--- src/rtl/half_subtractor.sv ---
// One-bit half subtractor with a registered, valid-qualified result stage
// and saturating operation/borrow statistics counters.
module half_subtractor #(
  parameter int CNT_W = 8
) (
  input  logic             clk,
  input  logic             rst,
  input  logic             a,
  input  logic             b,
  input  logic             in_valid,
  output logic             diff,
  output logic             br,
  output logic             diff_q,
  output logic             br_q,
  output logic             out_valid,
  output logic [CNT_W-1:0] op_count,
  output logic [CNT_W-1:0] br_count
);

  typedef struct packed {
    logic diff;
    logic br;
  } res_t;

  localparam logic [CNT_W-1:0] CNT_MAX = '1;
  localparam logic [CNT_W-1:0] CNT_ONE = CNT_W'(1);

  res_t res_c, res_q;

  // Combinational path stays live through reset and ignores in_valid.
  assign res_c.diff = a ^ b;
  assign res_c.br   = ~a & b;
  assign diff       = res_c.diff;
  assign br         = res_c.br;
  assign diff_q     = res_q.diff;
  assign br_q       = res_q.br;

  // Everything is gated by in_valid, so a/b are don't-care while idle.
  always_ff @(posedge clk or posedge rst) begin
    if (rst) begin
      res_q     <= '0;
      out_valid <= 1'b0;
      op_count  <= '0;
      br_count  <= '0;
    end else begin
      out_valid <= in_valid;
      if (in_valid) begin
        res_q <= res_c;
        if (op_count != CNT_MAX)
          op_count <= op_count + CNT_ONE;
        if (res_c.br && (br_count != CNT_MAX))
          br_count <= br_count + CNT_ONE;
      end
    end
  end

endmodule

--- config.mk ---
export PLATFORM = sky130hd
export DESIGN_NAME = half_subtractor
export DESIGN_NICKNAME = d
export VERILOG_FILES = /design/src/rtl/half_subtractor.sv
export SDC_FILE = /design/constraint.sdc
export NUM_CORES = 1
export LEC_CHECK = 0
export CORE_MARGIN = 8
export CORE_UTILIZATION = 46
export CTS_CLUSTER_DIAMETER = 80
export CTS_CLUSTER_SIZE = 10
export DETAILED_ROUTE_END_ITERATION = 7
export HOLD_SLACK_MARGIN = 0.06
export PLACE_DENSITY = 0.77
export SLEW_MARGIN = 20
export SYNTH_ARGS = -nofsm -noshare
export SYNTH_HDL_FRONTEND = slang
export SYNTH_SLANG_ARGS = --single-unit
--- constraint.sdc ---
create_clock -name clk -period 1.5 [get_ports clk]
set_input_delay 0.225 -clock clk [delete_from_list [all_inputs] [get_ports clk]]
set_output_delay 0.225 -clock clk [all_outputs]
set_load 0.02 [all_outputs]
**Word level (Yosys, flattened, before mapping)**

Index checks and enable logic that the tools add are counted.

- Bits in registers: 19
- Bits of input ports: 5
- Word-level logic and storage cells: 15

- Add/sub/neg operators: 2
- Eq/ne operators: 2
- Bitwise operators: 3
- Reductions and logical operators: 3

Operator list:

| kind | count |
|---|---|
| $add A8 B1 Y8 const B | 2 |
| $ne A8 B8 Y1 const B | 2 |
| $reduce_and A2 Y1 | 2 |
| $and A1 B1 Y1 | 1 |
| $logic_and A1 B1 Y1 | 1 |
| $not A1 Y1 | 1 |
| $xor A1 B1 Y1 | 1 |

**Longest topological paths before layout**

- Word-level depth: 4
- Gate-level depth with buffers: 5

**Worst setup path after synthesis**

Ideal clock, no wire load.

- Path type: register -> register
- Start point: register br_count[0]
- End point: register br_count[1]
- Arrival time: 1415 ps
- Required time: 1375 ps
- Path slack: -40 ps
- Stages on the path, launching flop included: 5
- Path through: dfrtp_1 > ha_1 > nand3_1 > o211ai_2 > mux2_2

- Cells in the longest elaborated chain, start to end: 3
- Elaborated cells between the ends (all ways): 4
- Those cells by class: add/sub (1); eq/ne (1); reduce/logical (2)

Ends and longest elaborated chain:

| what | line | text |
|---|---|---|
| start, declared | 17 | `output logic [CNT_W-1:0] br_count` |
| start signal, assigned | 52 | `br_count <= br_count + CNT_ONE;` |
| branches (longest 3 deep; another with $add A8 B1 Y8) | n/a |  |

Several ways; the timed one is not identified.
A chain may end at the register's enable or synchronous reset.

**Worst setup path in the final report**

- Start point: input port a
- End point: register br_count[6]

- Cells in the longest elaborated chain, start to end: 4

Ends and longest elaborated chain:

| what | line | text |
|---|---|---|
| start, declared | 8 | `input logic a,` |
| $not A1 Y1 | 32 | `assign res_c.br = ~a & b;` |
| $and A1 B1 Y1 | 32 |  |
| $logic_and A1 B1 Y1 | 51 | `if (res_c.br && (br_count != CNT_MAX))` |
| $reduce_and A2 Y1 (no source line) | n/a |  |

Every way passes these cells.

==> run summary <==
synthesized area per cell -> 11.7 µm²
IO Count -> 26
Int Power -> 1.21 mW
Slew @ Worst Pin -> 0.237 ns
Via Count -> 758
HPWL Detailed -> 1.53 mm
Core Box Area -> 1940 µm²
Startpoint Class -> input pin
clock sinks -> 19
unrepaired setup endpoints after global routing -> no
Fin Hold WS -> 0.229 ns
total leakage power -> 0.618 nW
post-route insts no fill -> 146
final setup margin -> 0.0410 ns
PwrDens -> 1610 nW/µm²
Setup crit end kind -> flop
crit path kind -> input pin to flop
max-cap violation count -> 0
number of diodes -> 0
Placer Congestion -> 0.747
WP data arrival -> 1.66 ns
Max Used Layer -> met4
synthesized net count -> 88
clock transition at the registers of the reported paths -> 0.11 ns
post-synthesis sequential area ratio -> 50.6%
total gr overflow -> 0
final setup vio count -> 0
Detailed Route Iter0 Violations -> 3
dpl ws -> -0.423 ns
switching share of power -> 42.0%
Switch Pwr -> 879 µW
wl on met1 -> 906 µm
CTS Root Cell -> clkbuf_4
dominant synthesized flop cell -> dfrtp_1
Final ANT Viol Nets -> 0
post-synth cell types -> 27
Synth Register Bits -> 19
largest net degree at the start of global routing -> 20
Min-Delay Path Class -> input pin to async pin
Tcrit/Tclk final -> 97.3%
Max IR drop VDD -> 0.00137 V
Clock power frac -> 12.8%
residual DRC count -> 0
Vias/cell -> 5.19
yosys warns -> 0
number of synthesized flops with an enable pin -> 0
crit-path max FO -> 4
Final Util -> 67.0%
Synth-to-Final Area Change -> 38.5%
Setup Buffers After CTS -> 0
vias in the first global route -> 755
Initial Util -> 48.4%
run status -> finished, final reports clean
CP Data Required Time -> 1.70 ns
first-pass GRT wire length -> 3.38 mm
Total GRT Usage -> 12.1%
post-route cell area -> 1300 µm²
nets -> 128
Synth Instances -> 80
endpoints failing hold -> 0
Tmin final -> 1.46 ns
Netlist Area Pre-Place -> 940 µm²
DRT Pass-1 Iters -> 4
placed cells -> 142
DP Area -> 1300 µm²
# H-tree levels -> 1
fmax -> 0.685 GHz
Worst-Skew Late Latency -> 0.30 ns
row count -> 16
drt total wl -> 1.98 mm
CTS max path bufs -> 2
Combinational Power Share -> 42.3%
wire per inst -> 13.6 µm
asr flop ratio synth -> 100%
Die Height -> 61.2 µm
antenna violations before repair -> 0
input/output buffers -> 25
Die W -> 61.2 µm
Slew Limit Fails -> 0
FF-to-FF setup slack -> 0.06 ns
Num CTS Buffers -> 3
CTS tree -> done
share of post-route cells with drive strength above 1 -> 29.4%
WL met2 -> 874 µm
die area -> 3740 µm²
Seq pwr share -> 44.9%
met3 WL post-DR -> 158 µm
max_slew headroom -> 84.2%
Worst Skew -> 0.000535 ns
-- per-stage QoR --
stage               setup TNS (ns)  power, mW
floorplan                        0       1.47
global placement             -1.88       1.95
detailed placement           -2.33       1.98
CTS                              0       2.11
global route                     0       2.24
finish                           0       2.09
-- power groups by stage --
| stage | logic, mW | clock network (mW) | registers [mW] |
|---|---|---|---|
| floorplan | 0.339 | 0 | 1.13 |
| global placement | 1.00 | 0 | 0.944 |
| detailed placement | 1.02 | 0 | 0.959 |
| CTS | 0.899 | 0.273 | 0.941 |
| global route | 0.962 | 0.289 | 0.984 |
| finish | 0.885 | 0.267 | 0.940 |
-- area by class of cell --
| class | count | area, µm² |
|---|---|---|
| clock buffers | 4 | 26.3 |
| fillers | 161 | 641 |
| inverters | 5 | 18.8 |
| multi-input cells | 55 | 437 |
| flip-flops and latches | 19 | 479 |
| well taps | 27 | 33.8 |
| repair buffers | 36 | 307 |
-- state kept, by name, summed over array words and instances, names as in the netlist --
signal	count
br_count	8
op_count	8
br_q	1
diff_q	1
out_valid	1
-- cell families (layout without fill, tap and decap cells) --
logic type / after synthesis / after routing / synth area share, %
simple gates: 24 / 24 / 17.0
flops: 19 / 19 / 50.6
compound gates: 15 / 15 / 10.8
mux: 7 / 7 / 8.79
xor+xnor: 6 / 6 / 5.59
buf+inv: 6 / 45 / 3.20
fa+ha+maj: 3 / 3 / 4.00
-- path summary, 6_finish.rpt --
| kind | start | depth (start not counted) | endpoint |
|---|---|---|---|
| max in group asynchronous | rst | 3 | br_count[0]$_DFFE_PP0P_ |
| min | rst | 3 | op_count[6]$_DFFE_PP0P_ |
| min reg2reg | op_count[0]$_DFFE_PP0P_ | 1 | op_count[0]$_DFFE_PP0P_ |
| max | a | 6 | br_count[6]$_DFFE_PP0P_ |
| min in group clk | op_count[0]$_DFFE_PP0P_ | 1 | op_count[0]$_DFFE_PP0P_ |
| max reg2reg | br_count[0]$_DFFE_PP0P_ | 4 | br_count[6]$_DFFE_PP0P_ |
-- placed cells by master, fill, tap and decap left out --
cell type,instances
ha_1,2
buf_2,1
nand2b_1,1
clkbuf_1,1
and4_4,1
nand3_2,1
buf_4,11
and3_1,1
o211ai_2,1
clkdlybuf4s15_2,1
dfrtp_1,16
o211ai_1,3
o2111ai_1,1
nand4_1,4
o21ai_1,1
inv_1,5
ha_2,1
and4_1,1
xnor2_1,6
a21oi_1,5
clkbuf_4,3
a31oi_1,2
dlygate4sd2_1,18
and3_2,1
dfrtp_2,3
mux2_2,6
and4_2,3
nand3_1,3
nand4_2,1
nand2_1,4
mux2_4,1
clkdlybuf4s50_1,5
nor2_1,2
nor3_1,1
o21a_1,2
-- routing by layer --
| layer | vias up | track usage, % |
|---|---|---|
| met2 | 19 | 18.1 |
| met5 | - | 0 |
| li1 | 377 | - |
| met1 | 357 | 14.3 |
| met3 | 5 | 5.01 |
| met4 | 0 | 6.98 |
-- synth_stat cells, types with 2 or more instances --
master | instances | area, µm²
dfrtp_1 | 19 | 475
mux2_2 | 6 | 67.6
xnor2_1 | 6 | 52.6
a21oi_1 | 5 | 25.0
inv_1 | 5 | 18.8
nand2_1 | 4 | 15.0
nand4_1 | 4 | 25.0
and4_2 | 3 | 30.0
ha_1 | 3 | 37.5
nand3_1 | 3 | 15.0
o211ai_1 | 3 | 22.5
a31oi_1 | 2 | 12.5
nor2_1 | 2 | 7.51
o21a_1 | 2 | 15.0
-- timing repair --
item	4_1_cts	5_1_grt
cloned	0	0
endpoints found under the hold margin	0	0
endpoints found under the setup margin	20	1
gates resized for setup	25	1
hold buffers	0	0
-- critical path, stage by stage --
cell             delay (ns)
clkdlybuf4s50_1        0.46
inv_1                  0.04
ha_1                   0.23
and4_2                 0.26
nand4_1                0.10
mux2_2                 0.34
Power figures use the tool's default switching activity.
